$ cat config.mk
export PLATFORM = sky130hd
export DESIGN_NAME = psum_collector_flat
export DESIGN_NICKNAME = d
export VERILOG_FILES = /design/src/rtl/psum_collector_if.sv /design/src/rtl/psum_collector.sv /design/src/flat_wrapper.sv
export SDC_FILE = /design/constraint.sdc
export NUM_CORES = 1
export LEC_CHECK = 0
export BUFFER_PORTS_ARGS = -buffer_cell sky130_fd_sc_hd__clkbuf_2
export CAP_MARGIN = 10
export CORE_AREA = 2 2 157 274
export CTS_BUF_LIST = sky130_fd_sc_hd__clkbuf_4 sky130_fd_sc_hd__clkbuf_8 sky130_fd_sc_hd__clkbuf_16
export DETAILED_ROUTE_END_ITERATION = 16
export DIE_AREA = 0 0 159 276
export HOLD_SLACK_MARGIN = 0.15
export PLACE_DENSITY = 0.93
export SYNTH_ARGS = -nofsm -noshare
export SYNTH_HDL_FRONTEND = slang
export SYNTH_SLANG_ARGS = --single-unit
$ cat constraint.sdc
create_clock -name clk -period 14.6 [get_ports clk]
set_input_delay 0 -clock clk [delete_from_list [all_inputs] [get_ports clk]]
set_output_delay 0 -clock clk [all_outputs]
set_load 0.02 [all_outputs]
$ cat src/rtl/psum_collector_if.sv
// Capture and output-row signals of the partial-sum collector.
// The collector takes the slave side; whoever feeds it and drains the rows takes the master side.
interface psum_collector_if #(
  parameter int WORDWIDTH = 8,
  parameter int COLS      = 4
);
  localparam int PSW = WORDWIDTH * 4;

  logic [COLS-1:0]     enable_in;
  logic [COLS*PSW-1:0] ps_in;
  logic                out_valid;
  logic                out_ready;
  logic [COLS*PSW-1:0] out_data;

  modport master (
    output enable_in,
    output ps_in,
    output out_ready,
    input  out_valid,
    input  out_data
  );

  modport slave (
    input  enable_in,
    input  ps_in,
    input  out_ready,
    output out_valid,
    output out_data
  );
endinterface

$ cat src/rtl/psum_collector.sv
// Per-column deskew FIFOs for the systolic array's bottom-row partial sums.
// Once every column holds an entry, their heads are popped together into one registered output row.
module psum_collector #(
  parameter int WORDWIDTH = 8,
  parameter int COLS      = 4,
  parameter int DEPTH     = 4
) (
  input  logic                clk,
  input  logic                reset,
  input  logic                clear,
  psum_collector_if.slave     bus,
  output logic                overflow,
  output logic [15:0]         row_count
);
  localparam int PSW = WORDWIDTH * 4;
  localparam int AW  = $clog2(DEPTH);
  localparam int CW  = $clog2(DEPTH + 1);
  localparam logic [CW-1:0] FULL_OCC = CW'(DEPTH);

  logic [PSW-1:0]      mem_r      [COLS][DEPTH];
  logic [AW-1:0]       wr_ptr_r   [COLS];
  logic [AW-1:0]       rd_ptr_r   [COLS];
  logic [CW-1:0]       occ_r      [COLS];
  logic [COLS-1:0]     push_s;
  logic [COLS-1:0]     drop_s;
  logic [COLS-1:0]     nonempty_s;
  logic [COLS*PSW-1:0] head_s;
  logic                all_ne_s;
  logic                load_s;
  logic                accept_s;
  logic [COLS*PSW-1:0] out_data_r;
  logic                out_valid_r;
  logic                overflow_r;
  logic [15:0]         row_count_r;

  // A full column may still take a sample when the row load pops it in the same edge.
  always_comb begin
    push_s     = '0;
    drop_s     = '0;
    nonempty_s = '0;
    head_s     = '0;
    for (int c = 0; c < COLS; c++) begin
      nonempty_s[c]          = (occ_r[c] != '0);
      head_s[c*PSW +: PSW]   = mem_r[c][rd_ptr_r[c]];
    end
    all_ne_s = &nonempty_s;
    load_s   = all_ne_s && (!out_valid_r || bus.out_ready);
    accept_s = out_valid_r && bus.out_ready;
    for (int c = 0; c < COLS; c++) begin
      if (bus.enable_in[c]) begin
        if ((occ_r[c] != FULL_OCC) || load_s) begin
          push_s[c] = 1'b1;
        end else begin
          drop_s[c] = 1'b1;
        end
      end else begin
        push_s[c] = 1'b0;
        drop_s[c] = 1'b0;
      end
    end
  end

  // Storage carries no reset; the pointers and occupancies define what is valid.
  always_ff @(posedge clk) begin
    if (!clear) begin
      for (int c = 0; c < COLS; c++) begin
        if (push_s[c]) begin
          mem_r[c][wr_ptr_r[c]] <= bus.ps_in[c*PSW +: PSW];
        end
      end
    end
  end

  always_ff @(posedge clk or posedge reset) begin
    if (reset) begin
      for (int c = 0; c < COLS; c++) begin
        wr_ptr_r[c] <= '0;
        rd_ptr_r[c] <= '0;
        occ_r[c]    <= '0;
      end
    end else if (clear) begin
      for (int c = 0; c < COLS; c++) begin
        wr_ptr_r[c] <= '0;
        rd_ptr_r[c] <= '0;
        occ_r[c]    <= '0;
      end
    end else begin
      for (int c = 0; c < COLS; c++) begin
        if (push_s[c]) begin
          wr_ptr_r[c] <= wr_ptr_r[c] + AW'(1'b1);
        end
        if (load_s) begin
          rd_ptr_r[c] <= rd_ptr_r[c] + AW'(1'b1);
        end
        occ_r[c] <= occ_r[c] + CW'(push_s[c]) - CW'(load_s);
      end
    end
  end

  always_ff @(posedge clk or posedge reset) begin
    if (reset) begin
      out_valid_r <= 1'b0;
      out_data_r  <= '0;
      overflow_r  <= 1'b0;
      row_count_r <= 16'd0;
    end else if (clear) begin
      out_valid_r <= 1'b0;
      overflow_r  <= 1'b0;
      row_count_r <= 16'd0;
    end else begin
      if (load_s) begin
        out_valid_r <= 1'b1;
        out_data_r  <= head_s;
      end else if (accept_s) begin
        out_valid_r <= 1'b0;
      end
      if (|drop_s) begin
        overflow_r <= 1'b1;
      end
      if (accept_s) begin
        row_count_r <= row_count_r + 16'd1;
      end
    end
  end

  assign bus.out_valid = out_valid_r;
  assign bus.out_data  = out_data_r;
  assign overflow      = overflow_r;
  assign row_count     = row_count_r;
endmodule

$ cat src/flat_wrapper.sv
// flat-port wrapper written by rule: the top's interface ports become plain ports
module psum_collector_flat 
#(
  parameter int WORDWIDTH = 8,
  parameter int COLS      = 4,
  parameter int DEPTH     = 4
)
  (clk, reset, clear, overflow, row_count, bus_enable_in, bus_ps_in, bus_out_ready, bus_out_valid, bus_out_data);
  psum_collector_if #(.WORDWIDTH(WORDWIDTH), .COLS(COLS)) bus_i ();
  input  logic clk;
  input  logic reset;
  input  logic clear;
  output logic overflow;
  output logic [15:0] row_count;
  input wire logic [$bits(bus_i.enable_in)-1:0] bus_enable_in;
  input wire logic [$bits(bus_i.ps_in)-1:0] bus_ps_in;
  input wire logic [$bits(bus_i.out_ready)-1:0] bus_out_ready;
  output wire logic [$bits(bus_i.out_valid)-1:0] bus_out_valid;
  output wire logic [$bits(bus_i.out_data)-1:0] bus_out_data;
  assign bus_i.enable_in = bus_enable_in;
  assign bus_i.ps_in = bus_ps_in;
  assign bus_i.out_ready = bus_out_ready;
  assign bus_out_valid = bus_i.out_valid;
  assign bus_out_data = bus_i.out_data;
  psum_collector #(.WORDWIDTH(WORDWIDTH), .COLS(COLS), .DEPTH(DEPTH)) u_core (.clk(clk), .reset(reset), .clear(clear), .bus(bus_i), .overflow(overflow), .row_count(row_count));
endmodule
==> results of run 1 <==
==> synth_stat cells, drive strengths merged, types with 3 or more instances <==
cell / count
inv: 21
nand3: 10
nor2b: 8
nor2: 45
mux4: 128
o31ai: 3
clkbuf: 42
dfrtp: 174
and3: 15
xnor2: 15
o2111ai: 3
nand2: 14
mux2: 131
and2: 7
xor2: 17
or3: 4
a21oi: 3
nor3: 4
nand4: 7
fa: 4
buf: 14
edfxtp: 512
a31oi: 3
ha: 21
==> registers in the layout (all words and copies together) (netlist names) <==
register	count
u_core.overflow	1
u_core.row_count	16
u_core.occ_r	12
u_core.mem_r	512
u_core.wr_ptr_r	8
u_core.bus.out_valid	1
u_core.bus.out_data	128
u_core.rd_ptr_r	8
==> power breakdown <==
part	leakage [nW]	total (mW)	switching [mW]	internal, mW
logic	3.84	1.02	0.567	0.448
registers	6.91	2.50	0.152	2.35
clock network	1.01	1.63	0.687	0.942
total	11.8	5.15	1.41	3.74
==> metal layers <==
metal / up-vias / routed length [µm] / GRT usage, %
met2: 557 / 31320 / 47.85
met3: 134 / 2822 / 3.480
li1: 5720 / - / -
met5: - / 13 / 0
met4: 2 / 2289 / 10.58
met1: 6944 / 19890 / 31.39
==> worst reg2reg max path, stage by stage, from the launching register on <==
cell and delay [ns]:
dfrtp_1 0.43, and2b_2 0.25, nor4_4 0.49, nand2_4 0.24, a31oi_4 0.32, and3_2 0.83
==> cells by family (layout without fill, tap and decap cells) <==
logic type	after synthesis	after routing	share of synthesized area, %
xor+xnor	32	32	1.081
compound gates	16	16	0.5936
other cells	0	6	0
fa+ha+maj	25	25	1.322
simple gates	119	119	2.384
mux	260	260	16.85
buf+inv	77	586	1.679
flops	686	686	76.09
==> final cells by class <==
type | instances | area share [%]
Antenna cell | 6 | 0.04774
Clock buffer | 73 | 5.109
Clock inverter | 35 | 1.337
Inverter | 21 | 0.2745
Multi-Input combinational cell | 452 | 18.36
Sequential cell | 686 | 62.75
Tap cell | 555 | 2.208
Timing Repair Buffer | 457 | 9.915
==> per-stage QoR <==
stage | area, µm² | power, mW | util, % | cells
2_1_floorplan | 25930 | 3.154 | - | 1215
3_3_place_gp | 27840 | 3.434 | 66.90 | 2015
3_5_place_dp | 27840 | 3.497 | 66.90 | 2015
4_1_cts | 31430 | 5.155 | 75.52 | 2279
5_1_grt | 31450 | 5.330 | 75.56 | 2285
6_report | 31450 | 5.146 | 75.56 | 2285
==> final timing paths <==
path                                          from                       to  slack (ns)
min                                          reset  u_core.bus.out_data[44]        0.16
min in group clk                    bus_ps_in[111]      u_core.mem_r[3][47]        0.17
max                           u_core.bus.out_valid     u_core.mem_r[1][111]       11.65
max reg2reg                   u_core.bus.out_valid     u_core.mem_r[1][111]       11.65
max in group asynchronous                    reset       u_core.rd_ptr_r[4]       12.77
min reg2reg                u_core.bus.out_data[21]  u_core.bus.out_data[21]        0.51
==> impl_metrics.toml, run 1 <==
[synthesis]
synth_enable_flop_cells = 512
synth_largest_area_cell = "edfxtp_1"
synth_seq_area_share_pct = 76.09
yosys_most_used_dff = "edfxtp_1"
synth_nets = 1376
yosys_warnings = 0
async_flop_share_pct = 25.36
ys_types = 40
synth_area_um2 = 25930
netlist_instances = 1215
ys_ff_latch = 686
synth.avg_cell_area_um2 = 21.34
synthTopCellsByArea = "edfxtp_1, dfrtp_1, mux4_2, mux2_2, ha_1"
yosysTopAreaCellShare_pct = 59.30

[placed_design]
post-place-ws_ns = 11.64
gp_congestion = 0.7931
hpwl_um = 30870
port_buffers = 281

[drt]
route.vias.total = 13357
ant_nets = 0
drt_first_pass_iters = 5
totalWireLength_um = 56330
drc = 0
detail_route.vias_per_cell = 5.846
post_drt_wl_per_cell_um = 24.65
drt_iter0_drc = 918

[sta]
fin_skew_ns = 0.03025
setup_ws_ns = 11.65
finalSetupViolCount = 0
post-route-period-util_pct = 20.22
maxSlewHeadroom_pct = 28.95
fmax_ghz = 0.3387
finalCriticalPeriod_ns = 2.952
holdWs_ns = 0.1614
finalMaxSlewViolations = 0
rsz0062_at_grt = "no"
fin_setup_tns_ns = 0
hold_violations = 0
max_slew.worst_pin.slew_ns = 1.066

[final_layout]
drive_above_1_share_pct = 39.68
layout.nets = 1836
regArea_um2 = 19730
area_growth_pct = 21.29
fillerInstances = 2206
mostFrequentLayoutCell = "edfxtp_1"
multiInputGateArea_um2 = 5773
layout_common_cells = "edfxtp_1, clkbuf_2, dfrtp_1, dlygate4sd3_1, mux2_2"

[clocking]
clock_latency_ns = 0.60
cts_buffer_depth = 3
hold_buffers = 156
cts_root_buf = "clkbuf_16"
postCtsSetupBuffers = 0
clock-sinks = 686
cts_buffers = 57
cts_resized = 0
h-tree-depth = 2
cts_tree = "done"
path_clk_slew_ns = 0.07

[critical_path]
cp.required_ns = 14.80
cp-end-kind = "flop"
crit_chain = "and2b_2 > nor4_4 > nand2_4 > a31oi_4 > and3_2"
cp.depth = 5
critPathMaxFanout = 32
critical_path_class = "reg2reg"
critPathMaxStageDelay_ns = 0.83
arrival_ns = 3.16
r2r_cells = 5
cpLargestDelayFamily = "simple AND/OR/NAND/NOR gates"
worstSetupStartpointType = "flop"
slowest_stage = "and3_2"
path_buf_inv = 0

[power_and_ir_drop]
ir_drop_mv = 0.1805
power_density_nw_per_um2 = 163.7
p_leak_nw = 11.75

[global_routing]
grt_pass1_vias = 14830
grt-ovfl-total = 0
grt_pass1_wl_um = 87370
grt_antenna_before_repair = 7
grt_max_degree = 102
track_usage_pct = 26.15

[floorplanning]
core_area_um2 = 41620
dieArea_um2 = 43880
fp.dieW_um = 159
initial_utilization_pct = 62.30
die_h_um = 276
fp-row-count = 99
io_pins = 282

[run_status]
status = "completed"

[min_path]
hold_class = "in2async"

[job]
cap_violations = 0
(Power assumes the default switching activity.)
==> inputs of run 2 (changes only) <==
--- a/config.mk
+++ b/config.mk
@@ -7,12 +7,12 @@
 export LEC_CHECK = 0
 export BUFFER_PORTS_ARGS = -buffer_cell sky130_fd_sc_hd__clkbuf_2
 export CAP_MARGIN = 10
-export CORE_AREA = 2 2 157 274
+export CORE_AREA = 2 2 171 298
 export CTS_BUF_LIST = sky130_fd_sc_hd__clkbuf_4 sky130_fd_sc_hd__clkbuf_8 sky130_fd_sc_hd__clkbuf_16
 export DETAILED_ROUTE_END_ITERATION = 16
-export DIE_AREA = 0 0 159 276
+export DIE_AREA = 0 0 173 300
 export HOLD_SLACK_MARGIN = 0.15
-export PLACE_DENSITY = 0.93
+export PLACE_DENSITY = 0.84
 export SYNTH_ARGS = -nofsm -noshare
 export SYNTH_HDL_FRONTEND = slang
 export SYNTH_SLANG_ARGS = --single-unit
==> constraint.sdc (replaced) <==
create_clock -name clk -period 2.65 [get_ports clk]
set_input_delay 0 -clock clk [delete_from_list [all_inputs] [get_ports clk]]
set_output_delay 0 -clock clk [all_outputs]
set_load 0.02 [all_outputs]
==> run 2 against run 1 <==
  * Sequential cell count did not move
  * Sequential power rose to 5.5 times the previous value
  * Fmax increased by 17%
  * Worst hold slack better by 0.014 ns
  * Die area increased by 18%
  * Register-to-register slack got worse by 12 ns
  * Setup slack worse by 12 ns
  * Design area grew 2.1%
  * Critical path depth rose by 2
  * Count of clock-buffer cells in the layout unchanged
  * Core utilization is 11 points lower
  * Cell count increased by 6.3%
  * Critical path type unchanged
  * Critical endpoint is now u_core.overflow
==> impl_metrics.toml, run 2 (synthesized netlist as in run 1, its figures left out) <==
[global_routing]
grt_pass1_vias = 14904
grt_antenna_before_repair = 5
grt_max_degree = 75
grt_pass1_wl_um = 85640
track_usage_pct = 21.56
grt-ovfl-total = 0

[critical_path]
reg2reg_slack_ns = 0.14
crit_chain = "nor3_1 > nor4_4 > and2_4 > buf_8 > or3_1 > a41oi_1 > dlygate4sd3_1"
critPathMaxStageDelay_ns = 0.59
critical_path_class = "reg2reg"
cp.required_ns = 3.18
critPathMaxFanout = 13
slowest_stage = "dlygate4sd3_1"
arrival_ns = 3.04
cp-end-kind = "flop"
worstSetupStartpointType = "flop"

[floorplanning]
fp.dieW_um = 173
initial_utilization_pct = 52.42
io_pins = 282
dieArea_um2 = 51900
fp-row-count = 108
die_h_um = 300
core_area_um2 = 49460

[sta]
maxSlewHeadroom_pct = 55.81
holdWs_ns = 0.1752
post-route-period-util_pct = 94.85
finalMaxSlewViolations = 0
fin_setup_tns_ns = 0
fmax_ghz = 0.3979
finalCriticalPeriod_ns = 2.513
max_slew.worst_pin.slew_ns = 0.6615
finalSetupViolCount = 0
fin_skew_ns = 0.01528
hold_violations = 0

[drt]
drt_first_pass_iters = 5
drc = 0
top_layer_used = "met5"
ant_nets = 0
post_drt_wl_per_cell_um = 22.75
drt-met1-wl_um = 19620
totalWireLength_um = 55250
route.vias.total = 13374
wl_met2_um = 31010
detail_route.vias_per_cell = 5.506
wl_met3_um = 2346
drt_iter0_drc = 1003

[power_and_ir_drop]
p_sw_mw = 7.777
p_sw_share_pct = 27.58
power_density_nw_per_um2 = 878.1
p_leak_nw = 11.96
intPower_mw = 20.42
ir_drop_mv = 0.7606
seqPwrFrac_pct = 48.7
power.share.combinational_pct = 20.6
power.share.clock_pct = 30.7

[clocking]
cts_root_buf = "clkbuf_16"
h-tree-depth = 2
cts_tree = "done"
cts_buffers = 57
clock_latency_ns = 0.60
clock-sinks = 686
path_clk_slew_ns = 0.07
cts_buffer_depth = 3

[placed_design]
hpwl_um = 31970
gp_congestion = 0.7931
placed_area_um2 = 28410
port_buffers = 281

[min_path]
hold_class = "in2reg"

[final_layout]
drive_above_1_share_pct = 40.96
mostFrequentLayoutCell = "edfxtp_1"
fillerInstances = 3238
layout_common_cells = "edfxtp_1, clkbuf_2, dlygate4sd3_1, dfrtp_1, mux2_2"
largest_reg_flops = 512
regArea_um2 = 19730
layout.nets = 1877
area_growth_pct = 23.83
post-route-cell-area_um2 = 32110
multiInputGateArea_um2 = 5794

[run_status]
status = "completed"

[job]
cap_violations = 0
run 2: through the flow:
step | std cells | util [%] | total power, mW | setup slack [ns]
final | 2429 | 64.92 | 28.19 | 0.1366
after global routing | 2428 | 64.91 | 29.29 | -0.01987
after CTS | 2424 | 64.85 | 28.36 | 0.07342
after detailed placement | 2146 | 57.45 | 19.43 | -0.03606
after global placement | 2146 | 57.45 | 19.15 | 0.001294
after floorplan | 1215 | - | 17.38 | -0.2079
run 2: power by group through the flow:
stage | sequential, mW | combinational, mW | clock [mW]
after global routing | 13.9 | 6.22 | 9.21
after CTS | 13.7 | 5.82 | 8.84
final | 13.7 | 5.81 | 8.67
after floorplan | 14.7 | 2.71 | 0
after detailed placement | 13.9 | 5.54 | 0
after global placement | 13.8 | 5.35 | 0
run 2: area by class of cell:
type	instances	share of cell area, %
inverter	21	0.2572
sequential	686	61.46
clock inverter	35	1.083
multi-input combinational	452	18.05
antenna	4	0.03118
tap	660	2.572
clock buffer	73	5.004
timing repair buffer	498	11.54
run 2: what timing repair did:
| action | CTS | global route |
|---|---|---|
| setup endpoints to repair | 2 | 4 |
| hold buffers | 170 | 0 |
| gates resized for setup | 1 | 5 |
| hold endpoints to repair | 732 | 0 |
| buffers inserted | 0 | 1 |
| pin swaps | 0 | 4 |
run 2: worst paths after layout:
check | startpoint | endpoint | cells after the start
worst max-delay path | u_core.occ_r[10] | u_core.overflow | 7
worst min-delay path | bus_ps_in[92] | u_core.mem_r[2][60] | 2
worst max register to register | u_core.occ_r[10] | u_core.overflow | 7
worst min register to register | u_core.bus.out_data[78] | u_core.bus.out_data[78] | 1
max in group asynchronous | reset | u_core.bus.out_data[85] | 5
min in group asynchronous | reset | u_core.bus.out_data[121] | 4
run 2: worst max-delay path: cells and delay by family (launching register included):
family	cells	cell delay (ns)
compound gates	1	0.21
buf+inv	2	0.73
flops	1	0.43
simple gates	4	1.08
run 2: layer usage:
| layer | track usage [%] | up-vias |
|---|---|---|
| li1 | - | 5807 |
| met1 | 24.18 | 6993 |
| met2 | 40.84 | 432 |
| met3 | 3.035 | 138 |
| met4 | 9.161 | 4 |
| met5 | 0 | - |
==> inputs of run 3 (changes only) <==
--- a/config.mk
+++ b/config.mk
@@ -7,10 +7,10 @@
 export LEC_CHECK = 0
 export BUFFER_PORTS_ARGS = -buffer_cell sky130_fd_sc_hd__clkbuf_2
 export CAP_MARGIN = 10
-export CORE_AREA = 2 2 171 298
+export CORE_AREA = 4 4 173 300
 export CTS_BUF_LIST = sky130_fd_sc_hd__clkbuf_4 sky130_fd_sc_hd__clkbuf_8 sky130_fd_sc_hd__clkbuf_16
 export DETAILED_ROUTE_END_ITERATION = 16
-export DIE_AREA = 0 0 173 300
+export DIE_AREA = 0 0 177 304
 export HOLD_SLACK_MARGIN = 0.15
 export PLACE_DENSITY = 0.84
 export SYNTH_ARGS = -nofsm -noshare
==> run 3 against run 2 <==
  * Combinational power decreased by 2%
  * Critical endpoint is now u_core.occ_r[4]
  * Critical path depth grew 1
  * Total power up 0.13%
  * Setup slack better by 0.011 ns
  * Sequential power is essentially flat
  * Design area about the same
  * Cell count is the same
  * Non-clock buffer count is 6 lower
==> impl_metrics.toml, run 3 (synthesized netlist as in run 1, its figures left out) <==
[critical_path]
arrival_ns = 2.95
slowest_stage = "fa_1"
critPathMaxFanout = 7
cpLargestDelayFamily = "simple AND/OR/NAND/NOR gates"
critical_path_class = "reg2reg"
worstReg2RegStart = "u_core.bus.out_valid"
reg2reg_slack_ns = 0.15
crit_path_start = "u_core.bus.out_valid"
cp.required_ns = 3.10
r2r_cells = 8
worstSetupStartpointType = "flop"
r2r_end = "u_core.occ_r[4]"
cp-end-kind = "flop"
critPathMaxStageDelay_ns = 0.42
cp.depth = 8
crit_chain = "and2b_2 > nor4_4 > nand2_4 > buf_4 > a31oi_4 > ha_1 > fa_1 > nor2b_1"
path_buf_inv = 1
crit_end = "u_core.occ_r[4]"

[drt]
ant_nets = 0
route.vias.total = 13185
drt_first_pass_iters = 5
post_drt_wl_per_cell_um = 22.36
drc = 0
totalWireLength_um = 54310
detail_route.vias_per_cell = 5.428
drt_iter0_drc = 951

[floorplanning]
initial_utilization_pct = 52.28
fp-row-count = 108
dieArea_um2 = 53810
core_area_um2 = 49590
fp.dieW_um = 177
io_pins = 282
die_h_um = 304

[global_routing]
grt-ovfl-total = 0
grt_antenna_before_repair = 12
grt_pass1_wl_um = 84150
grt_pass1_vias = 14568
track_usage_pct = 20.28
grt_max_degree = 67

[placed_design]
hpwl_um = 33380
gp_congestion = 0.7989
dpl.cell_count = 2155
placed_area_um2 = 28530
port_buffers = 281

[sta]
max_slew.worst_pin.slew_ns = 0.5379
fin_skew_ns = 0.01312
hold_violations = 0
finalMaxSlewViolations = 0
finalCriticalPeriod_ns = 2.503
post-route-period-util_pct = 94.44
rsz0062_at_grt = "no"
maxSlewHeadroom_pct = 64.07
finalSetupViolCount = 0
holdWs_ns = 0.1767
fmax_ghz = 0.3996

[clocking]
cts_buffer_depth = 3
cts_root_buf = "clkbuf_16"
clock_latency_ns = 0.59
cts_tree = "done"
path_clk_slew_ns = 0.07
cts_buffers = 58
clock-sinks = 686
h-tree-depth = 2

[power_and_ir_drop]
p_sw_share_pct = 27.13
power.share.clock_pct = 31.0
p_leak_nw = 11.98
p_sw_mw = 7.658
p_total_mw = 28.23
ir_drop_mv = 0.6885
seqPwrFrac_pct = 48.8
power.share.combinational_pct = 20.2
power_density_nw_per_um2 = 878.9
intPower_mw = 20.57

[final_layout]
layout.nets = 1872
area_growth_pct = 23.88
post-route-util_pct = 64.76
mostFrequentLayoutCell = "edfxtp_1"
layout_common_cells = "edfxtp_1, clkbuf_2, dfrtp_1, dlygate4sd3_1, mux2_2"
drive_above_1_share_pct = 41.66
fin_cells = 2429
post-route-cell-area_um2 = 32120
largest_reg_flops = 512

[min_path]
hold_class = "in2reg"

[run_status]
status = "completed"

[job]
cap_violations = 0
run 3: cell count changes in the layout (fill, tap and decap cells not counted), moves of 2 or more:
cell           delta
buf_4             +6
clkinv_1          -4
dlygate4sd3_1    -15
diode_2           +8
inv_6             -6
clkinv_2          +3
buf_12            +4
clkinv_4          +3
clkbuf_4          -2
run 3: power by group through the flow:
stage	Sequential, mW	Clock (mW)	Combinational, mW
6_report	13.8	8.76	5.70
5_1_grt	13.9	9.42	6.13
4_1_cts	13.8	8.95	5.76
3_5_place_dp	14.0	0	5.51
3_3_place_gp	13.9	0	5.34
2_1_floorplan	14.7	0	2.71
run 3: worst register-to-register path, cell delays in order (launching register included):
cell	delay, ns
dfrtp_1	0.37
and2b_2	0.22
nor4_4	0.38
nand2_4	0.15
buf_4	0.20
a31oi_4	0.27
ha_1	0.21
fa_1	0.42
nor2b_1	0.15
run 3: metal layers:
layer | GRT usage (%) | vias up | routed length (µm)
met5 | 0 | - | 0
met4 | 7.041 | 0 | 1664
met3 | 2.946 | 97 | 2267
met2 | 38.23 | 413 | 30890
met1 | 23.28 | 6864 | 19480
li1 | - | 5811 | -
run 3: worst min path at each step:
stage              startpoint                       end  slack, ns  cells after the start
2_1_floorplan    bus_ps_in[0]        u_core.mem_r[0][0]        0.1                      0
3_3_place_gp            reset  u_core.bus.out_data[122]       0.08                      2
3_5_place_dp            reset  u_core.bus.out_data[122]       0.07                      2
4_1_cts         bus_ps_in[19]       u_core.mem_r[0][83]       0.15                      2
5_1_grt        bus_ps_in[124]       u_core.mem_r[3][92]       0.16                      2
6_report        bus_ps_in[90]       u_core.mem_r[2][26]       0.18                      2
run 3: layout make-up:
cell class	instances	area [µm²]
multi-input combinational	452	5787
tap	660	825.8
clock buffer	73	1630
fill	3217	17470
antenna	12	30.03
inverter	21	82.58
timing repair buffer	492	3666
clock inverter	33	362.8
sequential	686	19730
run 3: what timing repair did:
action,CTS,global route
endpoints found under the setup margin,1,2
setup buffers,0,1
pin swaps,0,1
endpoints found under the hold margin,712,0
hold buffers,155,0
resized for setup,1,1
run 3: per-stage QoR:
| stage | setup WS, ns | setup TNS (ns) |
|---|---|---|
| after floorplan | -0.2079 | -53.18 |
| after CTS | 0.1122 | 0 |
| after global routing | 0.004178 | 0 |
| after global placement | 0.03845 | 0 |
| final | 0.1472 | 0 |
| after detailed placement | 0.02123 | 0 |
